===== src/rtl/audioport_pkg.sv =====
// Shared constants and types for the I2S serial output stage.
// Frame geometry: 256 mclk per frame, sck = mclk/4, 64 slots per frame.
package audioport_pkg;

    localparam int I2S_FRAME_MCLKS    = 256;
    localparam int I2S_SCK_DIV        = 4;
    localparam int I2S_SLOTS          = 64;
    localparam int I2S_CNT_W          = 8;

    // Standard I2S: MSB lags the word-select edge by one slot.
    localparam int I2S_LEFT_MSB_SLOT  = 1;
    localparam int I2S_RIGHT_MSB_SLOT = 33;

    typedef enum logic [1:0] {
        STOP     = 2'b00,
        PLAY     = 2'b01,
        STOPPING = 2'b10
    } i2s_state_t;

endpackage


===== src/rtl/i2s_fifo.sv =====
// Small synchronous FIFO holding stereo sample pairs for the I2S stage.
// Push while full without a simultaneous pop is dropped; push and pop in the
// same cycle while full both succeed. Flush empties the FIFO in one cycle.
module i2s_fifo #(
    parameter int FIFO_DEPTH = 2,
    parameter int WIDTH      = 48
) (
    input  logic             clk,
    input  logic             rst,
    input  logic             push,
    input  logic             pop,
    input  logic             flush,
    input  logic [WIDTH-1:0] push_data,
    output logic             full,
    output logic             empty,
    output logic [WIDTH-1:0] head_data
);

    localparam int         AW      = $clog2(FIFO_DEPTH);
    localparam logic [AW:0] DEPTH_C = (AW+1)'(FIFO_DEPTH);

    logic [WIDTH-1:0] mem_r [FIFO_DEPTH];
    logic [AW-1:0]    wr_ptr_r;
    logic [AW-1:0]    rd_ptr_r;
    logic [AW:0]      count_r;
    logic             do_push_s;
    logic             do_pop_s;

    // Qualify push/pop against the current fill level.
    always_comb begin
        do_pop_s  = pop && (count_r != '0);
        do_push_s = push && ((count_r != DEPTH_C) || do_pop_s);
    end

    // Storage, pointers and fill count; pointers wrap modulo the power-of-2 depth.
    always_ff @(posedge clk or posedge rst) begin
        if (rst) begin
            for (int i = 0; i < FIFO_DEPTH; i++) begin
                mem_r[i] <= '0;
            end
            wr_ptr_r <= '0;
            rd_ptr_r <= '0;
            count_r  <= '0;
        end else if (flush) begin
            wr_ptr_r <= '0;
            rd_ptr_r <= '0;
            count_r  <= '0;
        end else begin
            if (do_push_s) begin
                mem_r[wr_ptr_r] <= push_data;
                wr_ptr_r        <= wr_ptr_r + AW'(1);
            end
            if (do_pop_s) begin
                rd_ptr_r <= rd_ptr_r + AW'(1);
            end
            case ({do_push_s, do_pop_s})
                2'b10:   count_r <= count_r + (AW+1)'(1);
                2'b01:   count_r <= count_r - (AW+1)'(1);
                default: count_r <= count_r;
            endcase
        end
    end

    assign full      = (count_r == DEPTH_C);
    assign empty     = (count_r == '0);
    assign head_data = mem_r[rd_ptr_r];

endmodule


===== src/rtl/i2s_unit.sv =====
// I2S serial audio output stage (mclk domain).
// Buffers stereo pairs in i2s_fifo, loads one pair per 256-mclk frame into a
// 48-bit shift register and serialises it as standard I2S (sck, ws, sdo).
// Optional: define I2S_UNDERFLOW_DETECT_EN to add the sticky underflow_out flag.
module i2s_unit
    import audioport_pkg::*;
#(
    parameter int FIFO_DEPTH = 2,
    parameter int DATA_W     = 24
) (
    input  logic              mclk,
    input  logic              mrst,
    input  logic              play_in,
    input  logic              tick_in,
    input  logic [DATA_W-1:0] audio0_in,
    input  logic [DATA_W-1:0] audio1_in,
    output logic              req_out,
    output logic              sck_out,
    output logic              ws_out,
    output logic              sdo_out
`ifdef I2S_UNDERFLOW_DETECT_EN
    ,
    output logic              underflow_out
`endif
);

    localparam int             PAIR_W   = 2 * DATA_W;
    localparam logic [7:0]     CNT_LAST = 8'(I2S_FRAME_MCLKS - 1);
    localparam logic [5:0]     L_FIRST  = 6'(I2S_LEFT_MSB_SLOT);
    localparam logic [5:0]     L_LAST   = 6'(I2S_LEFT_MSB_SLOT + DATA_W - 1);
    localparam logic [5:0]     R_FIRST  = 6'(I2S_RIGHT_MSB_SLOT);
    localparam logic [5:0]     R_LAST   = 6'(I2S_RIGHT_MSB_SLOT + DATA_W - 1);

    i2s_state_t        state_r;
    i2s_state_t        state_next_s;
    logic [7:0]        cnt_r;
    logic [7:0]        cnt_next_s;
    logic [5:0]        slot_next_s;
    logic              data_slot_s;
    logic              load_s;
    logic              flush_s;
    logic              push_s;
    logic [PAIR_W-1:0] shift_r;
    logic              fifo_full_s;
    logic              fifo_empty_s;
    logic [PAIR_W-1:0] fifo_head_s;
    logic              req_out_r;
    logic              sck_out_r;
    logic              ws_out_r;
    logic              sdo_out_r;

    i2s_fifo #(
        .FIFO_DEPTH (FIFO_DEPTH),
        .WIDTH      (PAIR_W)
    ) u_fifo (
        .clk       (mclk),
        .rst       (mrst),
        .push      (push_s),
        .pop       (load_s),
        .flush     (flush_s),
        .push_data ({audio0_in, audio1_in}),
        .full      (fifo_full_s),
        .empty     (fifo_empty_s),
        .head_data (fifo_head_s)
    );

    // FSM state register.
    always_ff @(posedge mclk or posedge mrst) begin
        if (mrst) begin
            state_r <= STOP;
        end else begin
            state_r <= state_next_s;
        end
    end

    // FSM next state: a running frame always completes before stopping.
    always_comb begin
        state_next_s = state_r;
        case (state_r)
            STOP: begin
                if (play_in) state_next_s = PLAY;
                else         state_next_s = STOP;
            end
            PLAY: begin
                if (!play_in && (cnt_r == CNT_LAST)) state_next_s = STOP;
                else if (!play_in)                   state_next_s = STOPPING;
                else                                 state_next_s = PLAY;
            end
            STOPPING: begin
                if (play_in)                 state_next_s = PLAY;
                else if (cnt_r == CNT_LAST)  state_next_s = STOP;
                else                         state_next_s = STOPPING;
            end
            default: state_next_s = STOP;
        endcase
    end

    // FSM-derived controls: frame load, flush, push qualification, next counter.
    always_comb begin
        load_s  = ((state_r == STOP) && (state_next_s == PLAY)) ||
                  ((state_r != STOP) && (state_next_s != STOP) && (cnt_r == CNT_LAST));
        flush_s = (state_r != STOP) && (state_next_s == STOP);
        push_s  = tick_in && (state_r != STOP) && (!fifo_full_s || load_s);
        if ((state_r == STOP) || (state_next_s == STOP)) begin
            cnt_next_s = 8'd0;
        end else begin
            cnt_next_s = cnt_r + 8'd1;
        end
        slot_next_s = cnt_next_s[7:2];
        data_slot_s = ((slot_next_s >= L_FIRST) && (slot_next_s <= L_LAST)) ||
                      ((slot_next_s >= R_FIRST) && (slot_next_s <= R_LAST));
    end

    // Frame counter, shift register and registered I2S outputs.
    // Outputs are computed from the next counter value so they line up with cnt_r.
    always_ff @(posedge mclk or posedge mrst) begin
        if (mrst) begin
            cnt_r     <= 8'd0;
            shift_r   <= '0;
            req_out_r <= 1'b0;
            sck_out_r <= 1'b0;
            ws_out_r  <= 1'b0;
            sdo_out_r <= 1'b0;
        end else begin
            cnt_r <= cnt_next_s;
            if (load_s) begin
                shift_r <= fifo_empty_s ? '0 : fifo_head_s;
            end else if (flush_s) begin
                shift_r <= '0;
            end else if ((cnt_next_s[1:0] == 2'b00) && data_slot_s) begin
                shift_r <= {shift_r[PAIR_W-2:0], 1'b0};
            end else begin
                shift_r <= shift_r;
            end
            req_out_r <= load_s;
            sck_out_r <= cnt_next_s[1];
            ws_out_r  <= cnt_next_s[7];
            if (cnt_next_s[1:0] == 2'b00) begin
                sdo_out_r <= data_slot_s ? shift_r[PAIR_W-1] : 1'b0;
            end else begin
                sdo_out_r <= sdo_out_r;
            end
        end
    end

    assign req_out = req_out_r;
    assign sck_out = sck_out_r;
    assign ws_out  = ws_out_r;
    assign sdo_out = sdo_out_r;

`ifdef I2S_UNDERFLOW_DETECT_EN
    logic underflow_r;

    // Sticky underflow: empty FIFO at a steady-state load; cleared on entering STOP.
    always_ff @(posedge mclk or posedge mrst) begin
        if (mrst) begin
            underflow_r <= 1'b0;
        end else if (flush_s) begin
            underflow_r <= 1'b0;
        end else if (load_s && fifo_empty_s && (state_r != STOP)) begin
            underflow_r <= 1'b1;
        end else begin
            underflow_r <= underflow_r;
        end
    end

    assign underflow_out = underflow_r;
`endif

endmodule


===== config.mk =====
export PLATFORM = sky130hd
export DESIGN_NAME = i2s_unit
export DESIGN_NICKNAME = d
export VERILOG_FILES = /design/src/rtl/audioport_pkg.sv /design/src/rtl/i2s_fifo.sv /design/src/rtl/i2s_unit.sv
export SDC_FILE = /design/constraint.sdc
export NUM_CORES = 1
export LEC_CHECK = 0
export ABC_CLOCK_PERIOD_IN_PS = 6000
export CORE_MARGIN = 4
export CORE_UTILIZATION = 39
export CTS_CLUSTER_SIZE = 40
export DETAILED_ROUTE_END_ITERATION = 6
export PLACE_DENSITY_LB_ADDON = 0.2
export SLEW_MARGIN = 40
export SYNTH_ARGS = -nofsm -noshare
export SYNTH_HDL_FRONTEND = slang
export SYNTH_SLANG_ARGS = --single-unit

===== constraint.sdc =====
create_clock -name mclk -period 6 [get_ports mclk]
set_input_delay 0.6 -clock mclk [delete_from_list [all_inputs] [get_ports mclk]]
set_output_delay 0.6 -clock mclk [all_outputs]
set_load 0.005 [all_outputs]

==> impl_metrics.csv <==
group,metric,value,unit
outcome,status,"finished clean",
power_and_ir_drop,pwr-share-seq,43.0,%
logic_synthesis,ys.flop_type,"dfrtp_1",
logic_synthesis,syn_avg_cell_area,11.8,µm²
floorplan,die_width,147,µm
clock_network,cts_made_buffers,17,
worst_setup_path,worstPathRequired,6300,ps
global_routing,grt_start_max_net_pins,113,
detailed_routing,firstDrtPassIters,5,
sta,tns,0,ps
worst_setup_path,path_cells,"clkdlybuf4s50_1, a21boi_4, nand3_2, a31oi_2, o211ai_1, nor2_4, buf_4, mux2_2",
place,io_buffers,55,
logic_synthesis,synth.largest_area_cell,"dfrtp_1",
power_and_ir_drop,swShare,30.2,%
global_routing,grt_pass1_vias,5327,
detailed_routing,ant_nets,0,
sta,fmax,0.289,GHz
worst_hold_path,holdCritPathClass,"reg -> reg",
place,dp_slack,2080,ps
logic_synthesis,ys_ff_latch,160,
final_layout,syn2layout_area_growth,19.7,%
sta,hold_violations,0,
logic_synthesis,ys_async_sr_fraction,100,%
worst_setup_path,cp_max_fo,28,
global_routing,antenna_found_initial,0,
clock_network,clkSlewWorstSetupHoldPaths,70,ps
global_routing,grt-ovfl-total,0,
floorplan,initial_core_util,40.1,%
power_and_ir_drop,p_leak,3.88,nW
sta,fin_skew,6.69,ps
power_and_ir_drop,power.share.clock,29.1,%
worst_setup_path,path_buf_inv,2,
clock_network,post-cts-setup-buffer-count,0,
power_and_ir_drop,p_int,2.94,mW
sta,whs,484,ps
logic_synthesis,syn-cell-area,0.00757,mm²
logic_synthesis,ys_seq_area_share,52.9,%
logic_synthesis,ys_types,52,
worst_setup_path,crit_path_end_kind,"flip-flop",
worst_setup_path,slowest_stage,"clkdlybuf4s50_1",
global_routing,track_usage,15.3,%
logic_synthesis,yosys-top-cells-area,"dfrtp_1, mux2_2, mux2i_1",
logic_synthesis,synth_top_area_share,52.9,%
power_and_ir_drop,combPwrFrac,27.9,%
floorplan,dieArea,0.0217,mm²
clock_network,cts.repair.resized,0,
logic_synthesis,synth_common_cells,"dfrtp_1, nor2_1, mux2_2",
sta,rsz0062_at_grt,"false",
sta,min_period,3460,ps
logic_synthesis,yosysWarningCount,0,
sta,drv_slew,0,
detailed_routing,finalWirelength,15800,µm
detailed_routing,routedWlPerCell,16.8,µm
logic_synthesis,synth_most_common_cell,"dfrtp_1",
worst_setup_path,cpLargestDelayFamily,"buffers and inverters",
detailed_routing,via_count,5092,
sta,setup_viol,0,
final_layout,instances_no_fill,944,
place,dp_cells,912,
worst_setup_path,cp-start-kind,"primary input",
logic_synthesis,synthCells,640,
sta,slew_headroom,48.8,%
sta,worst_slew_pin_slew,768,ps
flow_run,drv_cap,0,
power_and_ir_drop,ir_drop,190,µV
floorplan,num_io_pins,56,
worst_setup_path,crit_type,"in -> reg",
detailed_routing,initialDrtViolationCount,476,
detailed_routing,drc,0,
detailed_routing,viasPerCell,5.39,
clock_network,hold_buffers,0,
global_routing,grt_pass1_wl,27200,µm
clock_network,cts_buffer_depth,2,
final_layout,layout-drive-gt1-share,19.9,%
power_and_ir_drop,power.switching,1.27,mW
final_layout,nNetsFinal,724,
sta,period_share,57.7,%
logic_synthesis,syn-num-nets,693,
worst_setup_path,arrival,3770,ps
floorplan,num_rows,50,
power_and_ir_drop,power.density,465,mW/mm²
logic_synthesis,synth_edf_count,0,
floorplan,core_area,0.0189,mm²
clock_network,root_buffer,"clkbuf_16",
worst_setup_path,slowest_delay,710,ps
clock_network,clock_latency,420,ps
clock_network,cts.sinks,160,
place,gp_congestion,0.742,
sta,finalWorstSetupSlack,2540,ps
clock_network,ctsHtreeMaxLevel,4,
clock_network,cts_tree,"yes",
place,dp_hpwl,9670,µm
final_layout,antenna-diode-count,0,
floorplan,die-height,147,µm
==> power groups by stage <==
stage / clock (mW) / combinational (mW) / sequential [mW]
2_1_floorplan: 0 / 0.987 / 1.71
3_3_place_gp: 0 / 1.14 / 1.81
3_5_place_dp: 0 / 1.20 / 1.83
4_1_cts: 1.26 / 1.20 / 1.81
5_1_grt: 1.31 / 1.31 / 1.87
6_report: 1.23 / 1.17 / 1.81
==> cell type report <==
cell class              count  area (µm²)
well taps                 260         325
multi-input cells         423        3360
clock buffers              19         453
repair buffers             65         668
flip-flops and latches    160        4010
clock inverters            13         221
inverters                   4        27.5
fillers                  1697        9830
==> path summary, 6_finish.rpt <==
check / startpoint / to / cells past startpoint / slack (ps)
hold / removal: u_fifo.mem_r[52] / u_fifo.mem_r[52] / 1 / 480
hold reg to reg: u_fifo.mem_r[52] / u_fifo.mem_r[52] / 1 / 480
setup / recovery: play_in / u_fifo.mem_r[67] / 8 / 2540
min in group asynchronous: mrst / u_fifo.mem_r[71] / 2 / 650
setup reg to reg: cnt_r[0] / u_fifo.mem_r[67] / 8 / 2640
max in group asynchronous: mrst / u_fifo.rd_ptr_r / 3 / 4190
==> logic make-up after synthesis <==
logic type,Yosys count,synth area share (%)
buffers and inverters,57,3.90
AND/OR/NAND/NOR,146,8.34
multiplexers,145,21.2
adder cells (fa/ha/maj),1,0.165
XOR/XNOR,10,1.26
AO/OA/AOI/OAI,121,12.3
flip-flops,160,52.9
==> registers in the layout (all words and copies together) (netlist names) <==
name             count
u_fifo.count_r       2
u_fifo.mem_r        96
state_r              2
u_fifo.wr_ptr_r      1
sdo_out              1
shift_r             48
u_fifo.rd_ptr_r      1
req_out              1
cnt_r                8
==> layout by cell type, fill, tap and decap left out, types with 4 or more instances in the layout <==
cell type | netlist | routed
dfrtp_1 | 160 | 159
nor2_1 | 108 | 108
mux2_2 | 67 | 67
clkdlybuf4s50_1 | 0 | 55
mux2i_1 | 49 | 49
o22a_1 | 47 | 47
a31oi_1 | 46 | 46
mux2_1 | 20 | 20
clkbuf_16 | 0 | 17
nand2_1 | 11 | 11
mux2_4 | 9 | 9
buf_4 | 2 | 6
xor2_1 | 5 | 5
bufinv_16 | 0 | 5
o21ai_0 | 4 | 4
nor3_1 | 4 | 4
xnor2_1 | 4 | 4
==> per-layer routing <==
metal	track usage, %	routed length [µm]
met3	3.33	544
met2	24.8	7800
met4	4.89	246
met1	20.6	7230
met5	0	0
==> per-stage QoR <==
| stage | util, % | power (mW) | area, µm² |
|---|---|---|---|
| after global placement | 43.8 | 2.95 | 8280 |
| final | 48.0 | 4.22 | 9060 |
| after CTS | 47.9 | 4.27 | 9060 |
| after detailed placement | 44.4 | 3.03 | 8380 |
| after global routing | 48.0 | 4.49 | 9060 |
| after floorplan | - | 2.70 | 7570 |
(Power assumes the default switching activity.)
